--- config.mk ---
export PLATFORM = sky130hd
export DESIGN_NAME = gcd_seq_ctrl
export DESIGN_NICKNAME = d
export VERILOG_FILES = /design/src/rtl/gcd_seq_ctrl.sv
export SDC_FILE = /design/constraint.sdc
export NUM_CORES = 1
export LEC_CHECK = 0
export ABC_AREA = 0
export CAP_MARGIN = 0
export CORE_UTILIZATION = 35
export CTS_CLUSTER_SIZE = 30
export DETAILED_ROUTE_END_ITERATION = 7
export DONT_BUFFER_PORTS = 1
export MAX_ROUTING_LAYER = met4
export PLACE_DENSITY_LB_ADDON = 0.25
export SYNTH_ARGS = -nofsm -noshare
export SYNTH_HDL_FRONTEND = slang
export SYNTH_SLANG_ARGS = --single-unit
--- constraint.sdc ---
create_clock -name clk -period 2.6 [get_ports clk]
set_input_delay 0.26 -clock clk [delete_from_list [all_inputs] [get_ports clk]]
set_output_delay 0.26 -clock clk [all_outputs]
set_load 0.005 [all_outputs]
--- src/rtl/gcd_seq_ctrl.sv ---
// ---------------------------------------------------------------------------
// gcd_seq_ctrl
//
// Multi-cycle controller that computes GCD(a, b) by repeated subtraction on an
// external register file + ALU datapath. The controller owns every datapath
// control signal. The datapath controls are a Moore decode of the state
// register.
//
// Sequence: IDLE -> LOAD_A -> LOAD_B -> CMP -> {SUB_A | SUB_B} -> CMP ... -> DONE
// A zero operand skips the datapath and goes straight to DONE with a|b.
//
// Optional feature (compile-time macro GCD_TIMEOUT_EN):
//   When defined, an iteration counter limits the number of subtractions to
//   MAX_ITER. When the limit is reached the run ends early with err=1 and the
//   current REG_A value as the result. When undefined, err is tied to 0.
//
// Ports
//   clk, rst            : clock (rising edge), async active-low reset
//   start, a, b         : request and operands, accepted only in IDLE
//   busy, done, result  : status, one-cycle completion pulse, held result
//   err                 : timeout flag, valid with done
//   rf_read_data1       : register-file port 1 read data (combinational)
//   rf_read_addr1/2     : register-file read addresses
//   rf_write_addr/en    : register-file write port control
//   rf_write_data_sel   : 1 = const_val, 0 = ALU result
//   const_val           : constant driven into the register file
//   alu_sel, alu_oper   : ALU op2 select and operation (00 add,01 sub,10 and,11 or)
//   alu_is_zero         : ALU result == 0
//   alu_borrow          : subtract op1 < op2 (unsigned)
// ---------------------------------------------------------------------------
module gcd_seq_ctrl #(
    parameter int WIDTH     = 32,
    parameter int ADDR_BITS = 5,
    parameter int REG_A     = 1,
    parameter int REG_B     = 2,
    parameter int MAX_ITER  = 1024
) (
    input  logic                 clk,
    input  logic                 rst,
    input  logic                 start,
    input  logic [WIDTH-1:0]     a,
    input  logic [WIDTH-1:0]     b,
    output logic                 busy,
    output logic                 done,
    output logic [WIDTH-1:0]     result,
    output logic                 err,
    input  logic [WIDTH-1:0]     rf_read_data1,
    output logic [ADDR_BITS-1:0] rf_read_addr1,
    output logic [ADDR_BITS-1:0] rf_read_addr2,
    output logic [ADDR_BITS-1:0] rf_write_addr,
    output logic                 rf_write_en,
    output logic                 rf_write_data_sel,
    output logic [WIDTH-1:0]     const_val,
    output logic                 alu_sel,
    output logic [1:0]           alu_oper,
    input  logic                 alu_is_zero,
    input  logic                 alu_borrow
);

    localparam logic [2:0] S_IDLE   = 3'd0;
    localparam logic [2:0] S_LOAD_A = 3'd1;
    localparam logic [2:0] S_LOAD_B = 3'd2;
    localparam logic [2:0] S_CMP    = 3'd3;
    localparam logic [2:0] S_SUB_A  = 3'd4;
    localparam logic [2:0] S_SUB_B  = 3'd5;
    localparam logic [2:0] S_DONE   = 3'd6;

    localparam logic [1:0] OP_SUB = 2'b01;

    localparam logic [ADDR_BITS-1:0] ADDR_A = ADDR_BITS'(REG_A);
    localparam logic [ADDR_BITS-1:0] ADDR_B = ADDR_BITS'(REG_B);

    logic [2:0]       state;
    logic [2:0]       state_nx;
    logic [WIDTH-1:0] a_q;
    logic [WIDTH-1:0] b_q;
    logic [WIDTH-1:0] result_q;
    logic             err_q;
    logic             accept;
    logic             zero_op;
    logic             timeout_hit;

    assign accept  = (state == S_IDLE) && start;
    assign zero_op = (a == '0) || (b == '0);

`ifdef GCD_TIMEOUT_EN
    localparam int CNT_W = $clog2(MAX_ITER) + 1;

    logic [CNT_W-1:0] iter_cnt;

    // Counts subtractions of the current run; the check happens in CMP, i.e.
    // just before another SUB state would be entered.
    always_ff @(posedge clk or negedge rst) begin
        if (!rst) begin
            iter_cnt <= '0;
        end else if (accept) begin
            iter_cnt <= '0;
        end else if (state == S_SUB_A || state == S_SUB_B) begin
            iter_cnt <= iter_cnt + 1'b1;
        end
    end

    assign timeout_hit = (iter_cnt == CNT_W'(MAX_ITER));
`else
    logic unused_cfg;
    assign unused_cfg  = (MAX_ITER > 0);
    assign timeout_hit = 1'b0;
`endif

    // -----------------------------------------------------------------------
    // Next-state logic
    // -----------------------------------------------------------------------
    always_comb begin
        state_nx = state;
        case (state)
            S_IDLE: begin
                if (start) begin
                    state_nx = zero_op ? S_DONE : S_LOAD_A;
                end
            end
            S_LOAD_A: state_nx = S_LOAD_B;
            S_LOAD_B: state_nx = S_CMP;
            S_CMP: begin
                // Equality wins over the iteration limit: a run that converges
                // on the limit still completes cleanly.
                if (alu_is_zero) begin
                    state_nx = S_DONE;
                end else if (timeout_hit) begin
                    state_nx = S_DONE;
                end else if (alu_borrow) begin
                    state_nx = S_SUB_B;
                end else begin
                    state_nx = S_SUB_A;
                end
            end
            S_SUB_A: state_nx = S_CMP;
            S_SUB_B: state_nx = S_CMP;
            S_DONE:  state_nx = S_IDLE;
            default: state_nx = S_IDLE;
        endcase
    end

    // -----------------------------------------------------------------------
    // State, operand latches, result and error registers
    // -----------------------------------------------------------------------
    always_ff @(posedge clk or negedge rst) begin
        if (!rst) begin
            state <= S_IDLE;
        end else begin
            state <= state_nx;
        end
    end

    always_ff @(posedge clk or negedge rst) begin
        if (!rst) begin
            a_q <= '0;
            b_q <= '0;
        end else if (accept) begin
            a_q <= a;
            b_q <= b;
        end
    end

    // result only moves on a completing transition into DONE; both CMP exits
    // (converged or timed out) report the running A value.
    always_ff @(posedge clk or negedge rst) begin
        if (!rst) begin
            result_q <= '0;
        end else if (accept && zero_op) begin
            result_q <= a | b;
        end else if (state == S_CMP && (alu_is_zero || timeout_hit)) begin
            result_q <= rf_read_data1;
        end
    end

    always_ff @(posedge clk or negedge rst) begin
        if (!rst) begin
            err_q <= 1'b0;
        end else if (accept) begin
            err_q <= 1'b0;
        end else if (state == S_CMP && !alu_is_zero && timeout_hit) begin
            err_q <= 1'b1;
        end
    end

    // -----------------------------------------------------------------------
    // Moore decode of datapath controls
    // -----------------------------------------------------------------------
    always_comb begin
        rf_read_addr1     = '0;
        rf_read_addr2     = '0;
        rf_write_addr     = '0;
        rf_write_en       = 1'b0;
        rf_write_data_sel = 1'b0;
        const_val         = '0;
        alu_sel           = 1'b0;
        alu_oper          = 2'b00;
        case (state)
            S_LOAD_A: begin
                rf_write_en       = 1'b1;
                rf_write_addr     = ADDR_A;
                rf_write_data_sel = 1'b1;
                const_val         = a_q;
            end
            S_LOAD_B: begin
                rf_write_en       = 1'b1;
                rf_write_addr     = ADDR_B;
                rf_write_data_sel = 1'b1;
                const_val         = b_q;
            end
            S_CMP: begin
                rf_read_addr1 = ADDR_A;
                rf_read_addr2 = ADDR_B;
                alu_oper      = OP_SUB;
            end
            S_SUB_A: begin
                rf_read_addr1 = ADDR_A;
                rf_read_addr2 = ADDR_B;
                alu_oper      = OP_SUB;
                rf_write_en   = 1'b1;
                rf_write_addr = ADDR_A;
            end
            S_SUB_B: begin
                rf_read_addr1 = ADDR_B;
                rf_read_addr2 = ADDR_A;
                alu_oper      = OP_SUB;
                rf_write_en   = 1'b1;
                rf_write_addr = ADDR_B;
            end
            default: ;
        endcase
    end

    assign busy   = (state != S_IDLE);
    assign done   = (state == S_DONE);
    assign result = result_q;
    assign err    = err_q;

endmodule
# --- Word level (Yosys, flattened, before mapping) ---
# Index checks and enable logic that the tools add are counted.
word_totals:
  elab_cells: 42
  input_bits: 101
  out_inout_bits: 87
  ff_bits: 99
classes:
  n_eq_ne: 7
  n_mux: 14
  bitwise: 1
  reduce_logical: 16
ops:
  columns: ["op", "count"]
  rows:
  - ["$logic_not 32->1", 2]
  - ["$mux 32", 2]
  - ["$pmux 32 s2", 1]
  - ["$or 32x32->32", 1]
  - ["$pmux 2 s2", 3]
  - ["$pmux 3 s4", 1]
  - ["$eq 3x3->1 const B", 3]
  - ["$reduce_or 2->1", 4]
  - ["$eq 3x2->1 const B", 2]
  - ["$mux 3", 2]
  - ["$reduce_or 3->1", 2]
  - ["$mux 1", 4]
  - ["$reduce_or 4->1", 1]
  - ["$eq 3x1->1 const B", 1]
  - ["$logic_and 1x1->1", 3]
  - ["$logic_not 3->1", 1]
  - ["$reduce_bool 3->1", 1]
  - ["$mux 2", 1]
  - ["$ne 2x2->1 const B", 1]
  - ["$reduce_bool 2->1", 1]
  - ["$logic_or 1x1->1", 1]

# --- Depth between registers and ports, before layout ---
# Gate-level depths: netlist of the first run.
logic_depth:
  word_depth: 5
  mapped_depth: 6
  mapped_depth_nobuf: 5

# --- Least setup slack after synthesis of the first run ---
# Ideal clock, no wire load.
synth_path:
  path_type: "reg2reg"
  start: "register state[0]"
  end: "register a_q[0]"
  setup_slack_ns: 0.851
  arrival_ns: 1.624
  path_buffers: 3
  path_stages_with_launch: 7
  required_ns: 2.475
  period_less_slack_ns: 1.749
  cell_sequence: "dfrtp_1 > buf_6 > or3_4 > nor2_4 > buf_12 > buf_12 > mux2_4"
synth_via:
  elab_chain_len: 2
synth_rtl:
  columns: ["element", "line_no", "source"]
  rows:
  - ["start, declared", "73", "logic [2:0] state;"]
  - ["start signal, assigned", "150", "state <= state_nx;"]
  - ["$logic_not 3->1", "83", "assign accept = (state == S_IDLE) && start;"]
  - ["$logic_and 1x1->1", "83", null]
  - ["end signal, assigned", "156", "a_q <= '0;"]
  - ["end signal, assigned", "159", "a_q <= a;"]
  - ["end, declared", "75", "logic [WIDTH-1:0] a_q;"]
# Every way passes these cells.
# A chain may end at the register's enable or synchronous reset.

# --- Worst setup path after layout of the first run ---
layout_path:
  start: "register state[0]"
  end: "output const_val[31]"
layout_via:
  elab_chain_len: 2
layout_rtl:
  columns: ["element", "line_no", "source"]
  rows:
  - ["$eq 3x2->1 or $eq 3x1->1 (tied branches)", "198", "case (state)"]
  - ["$pmux 32 s2 (*)", "198", null]
  - ["end, declared", "53", "output logic [WIDTH-1:0] const_val,"]
# Mark *: on every way between the ends. The rest lies on a longest branch, timed or not.

==> results of run 1 <==
==> sequential cells by signal, summed over array words and instances (netlist names) <==
register	count
a_q	32
b_q	32
state	3
result	32
==> final cells by class <==
| cell class | count | area [sq um] | share of cell area (%) |
|---|---|---|---|
| clock inverters | 3 | 68.82 | 1.241 |
| clock buffers | 13 | 270.3 | 4.873 |
| flip-flops and latches | 99 | 2477 | 44.67 |
| repair buffers | 9 | 115.1 | 2.075 |
| well taps | 180 | 225.2 | 4.060 |
| inverters | 2 | 7.507 | 0.1353 |
| multi-input cells | 256 | 2382 | 42.95 |
==> cells in the final DEF (no fill, tap or decap) <==
master / instances
clkbuf_1: 1
buf_16: 1
conb_1: 12
clkbuf_8: 3
nor4_1: 16
nor2b_4: 1
or2_2: 2
nand2_1: 4
o21ai_0: 3
nand3_1: 1
nand2b_1: 1
nor3_1: 1
a21o_1: 1
mux2_2: 4
nand4_1: 4
nor2b_1: 2
nand3_2: 1
and3b_1: 1
clkbuf_16: 9
mux2i_1: 64
and2_1: 2
inv_1: 2
clkinv_4: 1
nand2_2: 1
xnor2_1: 1
o22ai_2: 1
a21oi_1: 3
bufinv_16: 2
nor2_4: 1
buf_4: 5
dlygate4sd3_1: 1
nor2_1: 34
dfrtp_1: 99
buf_12: 2
a22o_1: 32
or3_4: 1
nor4bb_1: 1
mux2_4: 60
nor3b_4: 1
==> per-layer routing <==
metal	vias to the layer above	track usage (%)	wire (um)
met5	-	-	0
met1	1544	22.17	5582
li1	1347	-	-
met3	11	5.581	1061
met4	0	4.518	118
met2	137	26.89	5860
==> metrics by stage <==
step,utilization (%),hold WS [ns]
final,39.35,0.05078
after global placement,36.68,-0.03301
after detailed placement,36.68,-0.03346
after CTS,39.35,0.03535
after global routing,39.35,0.03324
after floorplan,-,-0.03559
==> worst reg2reg max path, stage by stage (launching register included) <==
cell     delay (ns)
dfrtp_1        0.54
or3_4          0.49
nor2_4         0.24
buf_12         0.29
mux2_2         0.38
==> final timing paths <==
| kind | start | slack [ns] | endpoint | cells past startpoint |
|---|---|---|---|---|
| worst max-delay path | state[0]$_DFFE_PN0P_ | 0.26 | const_val[31] | 4 |
| worst min-delay path | a[22] | 0.05 | a_q[22]$_DFFE_PN0P_ | 1 |
| worst max register to register | state[1]$_DFFE_PN0P_ | 0.56 | a_q[1]$_DFFE_PN0P_ | 4 |
| worst min register to register | a_q[10]$_DFFE_PN0P_ | 0.51 | a_q[10]$_DFFE_PN0P_ | 1 |
| max in group asynchronous | rst | 1.66 | result[21]$_DFFE_PN0P_ | 2 |
| min in group asynchronous | rst | 0.55 | a_q[5]$_DFFE_PN0P_ | 2 |
==> cell families (layout without fill, tap and decap cells) <==
kind of cell              count (synthesis)  in the layout  share of synthesized area, %
and+or+nand+nor                          75             75                         7.630
DFF                                      99             99                         48.12
xor gates and xnor gates                  1              1                        0.1701
buffers and inverters                    39             27                         6.780
muxes                                   128            128                         30.81
AOI/OAI and AO/OA                        40             40                         6.415
other                                     1             12                       0.07283
==> repair_timing <==
action / in CTS / in global routing
buffers inserted: 0 / 0
hold endpoints to repair: 99 / 0
hold buffers: 2 / 0
==> power by group <==
part           total, uW  switching [uW]  leakage [uW]  internal (uW)
clock               1510             590      0.000166            925
combinational       2430            1010       0.00144           1420
sequential          2900             564       0.00118           2330
total               6840            2170       0.00279           4680
==> results.cfg, run 1 <==
[status]
outcome = completed

[floorplan]
row_count = 43
die_height_um = 123.3
dieArea_sq_um = 15200
die_w_um = 123.3
core_area_sq_um = 14100
start_util_pct = 36.53
pin_count = 188

[worst_setup_path]
critPathBufInv = 1
path_class = flop to output port
worstPathArrival_ns = 2.08
crit_chain = nor2b_1, nor2b_4, buf_4, a22o_1
critPathSlowestCell = dfrtp_1
path_delay_family = flip-flops
worstSetupStartpointType = flop
slowest_delay_ns = 0.57
critPathCaptureType = output port
crit_fanout = 33
cp.required_ns = 2.34

[global_route]
grt_pass1_vias = 3309
grt_use_total_pct = 17.48
grt_start_max_net_pins = 100
grt_antenna_before_repair = 0
grt_pass1_wl_mm = 18.99
grt_overflow = 0

[sta]
grt_setup_unrepaired = false
skew_ns = 0.01052
finalCriticalPeriod_ns = 2.340
hold_viol = 0
setup_slack_ns = 0.2602
setup_violations = 0
tns_ns = 0
max-slew-margin-rel_pct = 58.72
slew_violations = 0
worstMarginPinSlew_ns = 0.6191
fmax_mhz = 427.4
fin_crit_sh_pct = 89.99

[routing]
drt_iter0_markers = 132
drt_wl_total_mm = 12.62
postRouteAntennaNets = 0
vias = 3039
viasPerCell = 5.407
drc = 0
wl_per_cell_um = 22.46
drt_first_pass_iters = 4

[synthesis]
yosysTopAreaCell = dfrtp_1
yosys.area.top_type_share_pct = 48.12
synth_enable_flop_cells = 0
synth_cells = 383
ys_ff_latch = 99
async_flop_share_pct = 100.0
synth_ff_type = dfrtp_1
postSynthAreaPerCell_sq_um = 13.44
yosysMostFrequentCell = dfrtp_1
yosys.cell_types.count = 33
ys.warnings.count = 0
synth_common_cells = dfrtp_1 (99), mux2i_1 (64), mux2_4 (60)
seq_area_frac_synth_pct = 48.12
synthTopCellsByArea = dfrtp_1 (48%), mux2_4 (17%), mux2i_1 (12%)
syn_area_sq_um = 5149

[clocking]
root_buffer = clkbuf_16
clk_pin_slew_worst_paths_ns = 0.07
cts-htree-levels = 3
clk_latency_ns = 0.35
cts_tree = built
cts.path.max_buffers = 2
numCtsBuffers = 9
cts_resized = 0
clock-sinks = 99

[place]
pre_cts_ws_ns = 0.5304
postPlaceCellArea_sq_um = 5170
hpwlAfterDp_mm = 8.917
port_buffers = 0
placedCellCount = 544
gp_congestion = 0.8170

[power_and_ir_drop]
power_density_nw_per_um2 = 1234
power.total_uw = 6843
peakVddDrop_mv = 0.4952
p_leak_uw = 0.002787

[flow_run]
maxCapViolations = 0

[cells_and_area]
nNetsFinal = 478
nFillCells = 1345
drive_above_1_share_pct = 25.13
area_growth_pct = 7.728
final_cell_area_sq_um = 5547
layoutNonFillerInstCount = 562
n_antenna_cell = 0

[hold_path]
min_path_type = primary input to flop
Power figures use the tool's default switching activity.
==> run 2, diff against run 1 <==
--- a/config.mk
+++ b/config.mk
@@ -13,6 +13,7 @@
 export DONT_BUFFER_PORTS = 1
 export MAX_ROUTING_LAYER = met4
 export PLACE_DENSITY_LB_ADDON = 0.25
+export RECOVER_POWER = 50
 export SYNTH_ARGS = -nofsm -noshare
 export SYNTH_HDL_FRONTEND = slang
 export SYNTH_SLANG_ARGS = --single-unit
==> run 2 against run 1 <==
Compared with the run above: core utilization fell by 0.22 points; first-iteration DRC count rose by 14%; non-clock buffer count is the same; combinational power is essentially flat; clock-buffer cell count unchanged; final cell count unchanged; global-route usage unchanged; via count rose by 0.33%; setup slack gained 0.0026 ns; clock power about the same; critical path type unchanged.
==> results.cfg, run 2 (same netlist as run 1, synthesis figures left out) <==
[status]
outcome = completed

[clocking]
clk_latency_ns = 0.35
cts.path.max_buffers = 2
post-cts-setup-buffer-count = 0
numCtsBuffers = 9
root_buffer = clkbuf_16
clock-sinks = 99
cts_tree = built
clk_pin_slew_worst_paths_ns = 0.07
cts-htree-levels = 3

[power_and_ir_drop]
p_leak_uw = 0.002777
power_density_nw_per_um2 = 1238
peakVddDrop_mv = 0.4935

[floorplan]
dieArea_sq_um = 15200
pin_count = 188
die_w_um = 123.3
start_util_pct = 36.53
row_count = 43
die_height_um = 123.3
core_area_sq_um = 14100

[routing]
drc = 0
postRouteAntennaNets = 0
drt_first_pass_iters = 4
viasPerCell = 5.425
wl_per_cell_um = 22.56
vias = 3049
drt_wl_total_mm = 12.68
drt_iter0_markers = 150

[global_route]
grt_pass1_wl_mm = 18.99
grt_pass1_vias = 3309
grt_overflow = 0
grt_use_total_pct = 17.48
grt_antenna_before_repair = 0
grt_start_max_net_pins = 100

[sta]
worstMarginPinSlew_ns = 1.380
grt_setup_unrepaired = false
max-slew-margin-rel_pct = 8.015
tns_ns = 0
fmax_mhz = 427.9
slew_violations = 0
finalCriticalPeriod_ns = 2.337
fin_crit_sh_pct = 89.89
setup_slack_ns = 0.2627
hold_viol = 0
setup_violations = 0
skew_ns = 0.009959

[worst_setup_path]
crit_fanout = 33
rr_startpoint = state[1]$_DFFE_PN0P_
ff2ff_setup_slack_ns = 0.48
critPathCaptureType = output port
critPathSlowestCell = dfrtp_1
reg2reg_depth = 4
cp.required_ns = 2.34
crit_chain = nor2b_1, nor2b_4, buf_4, a22o_1
path_class = flop to output port
worstSetupStartpointType = flop
slowest_delay_ns = 0.57
r2r-end = a_q[1]$_DFFE_PN0P_
worstPathArrival_ns = 2.08

[cells_and_area]
area_growth_pct = 7.120
final_cell_mix = dfrtp_1 (99), mux2i_1 (64), mux2_4 (60)
n_antenna_cell = 0
layoutNonFillerInstCount = 562
final_common_cell = dfrtp_1
drive_above_1_share_pct = 24.61
nNetsFinal = 478

[hold_path]
hold_depth = 1
worstHoldStart = a[22]
whs_endpoint = a_q[22]$_DFFE_PN0P_
min_path_type = primary input to flop

[flow_run]
maxCapViolations = 0

[place]
hpwlAfterDp_mm = 8.917
placedCellCount = 544
pre_cts_ws_ns = 0.5304
port_buffers = 0
gp_congestion = 0.8170
## run 2: critical path: cells and delay by family (launching register included)
kind            cells  cell delay, ns
buf+inv             1            0.41
simple gates        2            0.47
compound gates      1            0.27
flops               1            0.57
## run 2: cell type report
| type | instances | area, sq um |
|---|---|---|
| Tap cell | 180 | 225.2 |
| Inverter | 2 | 7.507 |
| Clock inverter | 3 | 68.82 |
| Timing Repair Buffer | 9 | 95.09 |
| Clock buffer | 13 | 270.3 |
| Fill cell | 1347 | 8581 |
| Multi-Input combinational cell | 256 | 2371 |
| Sequential cell | 99 | 2477 |
## run 2: layer usage
layer	routed length, um	global-route usage (%)
met3	1088	5.581
met5	0	-
met4	118	4.518
met1	5569	22.17
met2	5901	26.89
## run 2: what timing repair did
item                                    4_1_cts  5_1_grt
hold buffers                                  2        0
resized for setup                             0        0
endpoints found under the setup margin        0        0
endpoints found under the hold margin        99        0
## run 2: worst max-delay path by stage
stage / start / slack, ns / depth (start not counted) / end
after floorplan: state[0]$_DFFE_PN0P_ / 0.85 / 6 / a_q[0]$_DFFE_PN0P_
after global placement: a[0] / 0.53 / 6 / result[30]$_DFFE_PN0P_
after detailed placement: a[0] / 0.53 / 6 / result[24]$_DFFE_PN0P_
after CTS: state[0]$_DFFE_PN0P_ / 0.23 / 4 / const_val[31]
after global routing: state[0]$_DFFE_PN0P_ / 0.10 / 4 / const_val[24]
final: state[0]$_DFFE_PN0P_ / 0.26 / 4 / const_val[31]
## run 2: stage by stage
| stage | power [uW] | hold slack, ns | cell area, sq um | util (%) |
|---|---|---|---|---|
| floorplan | 4906 | -0.03559 | 5190 | - |
| global placement | 5256 | -0.03301 | 5170 | 36.68 |
| detailed placement | 5342 | -0.03346 | 5170 | 36.68 |
| CTS | 6927 | 0.03535 | 5547 | 39.35 |
| global route | 7259 | 0.03324 | 5515 | 39.13 |
| finish | 6829 | 0.05247 | 5515 | 39.13 |
## run 2: power breakdown
group          total, uW  internal [uW]  leakage (uW)  switching, uW
Combinational       2420           1410       0.00143           1010
Clock               1510            925      0.000166            586
Sequential          2900           2330       0.00118            562
Total               6830           4670       0.00278           2160
==> RTL change (settings of run 2) <==
Change the parameter `WIDTH` from 32 to 28.
--- a/src/rtl/gcd_seq_ctrl.sv
+++ b/src/rtl/gcd_seq_ctrl.sv
@@ -31,3 +31,3 @@
 module gcd_seq_ctrl #(
-    parameter int WIDTH     = 32,
+    parameter int WIDTH     = 28,
     parameter int ADDR_BITS = 5,
Ports: changed (5 resized); port bits go from 188 to 168. The function was not compared with the original's and may differ.
==> RTL change against run 2 <==
Sequential cell count decreased by 12; worst setup slack gained 0.13 ns; routed wire length down 20%; critical path depth is the same; sequential power fell by 14%; clock power decreased by 8%; largest cell class unchanged; die area is 16% lower; via count down 12%; synthesized area down 17%; sequential share of layout area grew 1.6 points; total power is 16% lower; design area fell by 15%.
==> RTL change: results (changes against run 2) <==
drt pass-1 iters=4 (unchanged); DRT iter0 DRCs=75 (-50%); dpl cells=471 (-13%); Worst IR Drop VDD=0.408 mV (-17%); Vias/cell=5.47 (+0.76%); R2R depth=5 (+1); status=finished clean; gpl congestion=0.773 (-5.4%); Tot GR Track Use=0.168 (-0.00696); Data arrival, critical path=1.95 ns (-0.13 ns); fin nets=426 (-11%); first-pass GRT wire length=15600 µm (-18%); hpwl dp=7170 µm (-20%); delay-heaviest family, CP=flip-flops; share of post-route cells with drive strength above 1=0.243 (-0.00338); wire per inst=20.7 µm (-8.3%); total CTS buffers=9 (unchanged); Leak=2.30 nW (-17%); worst skew pair latency=0.33 ns (-0.02 ns); vias in the first global route=2759 (-17%); Synth area leaders=dfrtp_1, mux2_2, mux2i_1; final wirelength=10100 µm (-20%); Fin Clk Skew=0.00937 ns (-0.000589 ns); Synth top cells by count=dfrtp_1, mux2i_1, mux2_2, nor2_1, a22o_1; fraction of synthesis flops using an asynchronous set or reset pin=1.00 (unchanged); Crit Path Max Fanout=29 (-12%); Avg Cell Area, Syn=12.6 µm² (-6.6%); largest net degree at the start of global routing=88 (-12%); Seq/Total Area, Yosys=0.507 (+0.0258); CP peak stage delay=0.54 ns (-0.03 ns); # fillers=1181 (-12%); Slew Limit Headroom=0.205 (+0.125)
==> RTL change: changes by cell type in the layout (fill, tap and decap cells not counted), moves of 3 or more <==
cell	before	now
mux2i_1	64	56
mux2_4	60	0
nor4_1	16	13
dfrtp_1	99	87
mux2_2	4	53
mux2_1	0	3
a22o_1	32	28
nor2_1	34	30
==> RTL change: worst paths after layout <==
path | start | endpoint | slack [ns]
worst min register to register | a_q[14]$_DFFE_PN0P_ | a_q[14]$_DFFE_PN0P_ | 0.49
max in group asynchronous | rst | b_q[6]$_DFFE_PN0P_ | 1.11
worst max-delay path | state[0]$_DFFE_PN0P_ | const_val[21] | 0.39
worst max register to register | state[1]$_DFFE_PN0P_ | result[21]$_DFFE_PN0P_ | 0.42
worst min-delay path | a[14] | a_q[14]$_DFFE_PN0P_ | 0.06
min in group asynchronous | rst | result[20]$_DFFE_PN0P_ | 0.73
==> RTL change: cell families (layout without fill, tap and decap cells) <==
family | after synthesis | in the layout | share of synthesized area
AOI/OAI and AO/OA | 36 | 36 | 0.0688
xor gates and xnor gates | 1 | 1 | 0.00204
buffers and inverters | 36 | 25 | 0.0580
DFF | 87 | 87 | 0.507
muxes | 112 | 112 | 0.277
other | 1 | 12 | 0.000873
and+or+nand+nor | 69 | 69 | 0.0860
==> RTL change: final cells by class <==
cell class | count | area [µm²] | share of cell area
flip-flops and latches | 87 | 2180 | 0.466
inverters | 2 | 7.51 | 0.00161
clock inverters | 5 | 81.3 | 0.0174
well taps | 147 | 184 | 0.0393
repair buffers | 7 | 67.6 | 0.0145
multi-input cells | 230 | 1920 | 0.410
clock buffers | 11 | 243 | 0.0519
==> RTL change: per-layer routing <==
metal / wire, µm / track usage / vias up
met2: 4800 / 0.257 / 129
li1: - / - / 1202
met4: 82 / 0.0462 / 0
met1: 4230 / 0.202 / 1334
met5: 0 / - / -
met3: 998 / 0.0723 / 8
==> RTL change: metrics by stage <==
step | hold slack [ns] | instance area, µm² | power (mW) | setup slack, ns | util
after global routing | 0.0450 | 4680 | 6.10 | 0.215 | 0.391
after detailed placement | -0.0332 | 4340 | 4.37 | 0.423 | 0.363
after floorplan | -0.0356 | 4340 | 3.96 | 0.902 | -
after global placement | -0.0323 | 4340 | 4.28 | 0.463 | 0.363
final | 0.0629 | 4680 | 5.72 | 0.389 | 0.391
after CTS | 0.0509 | 4700 | 5.81 | 0.355 | 0.393
==> RTL change: power by group <==
group	internal, mW	switching (mW)
registers	2.05	0.449
clock network	0.869	0.526
logic	0.969	0.860
total	3.89	1.83
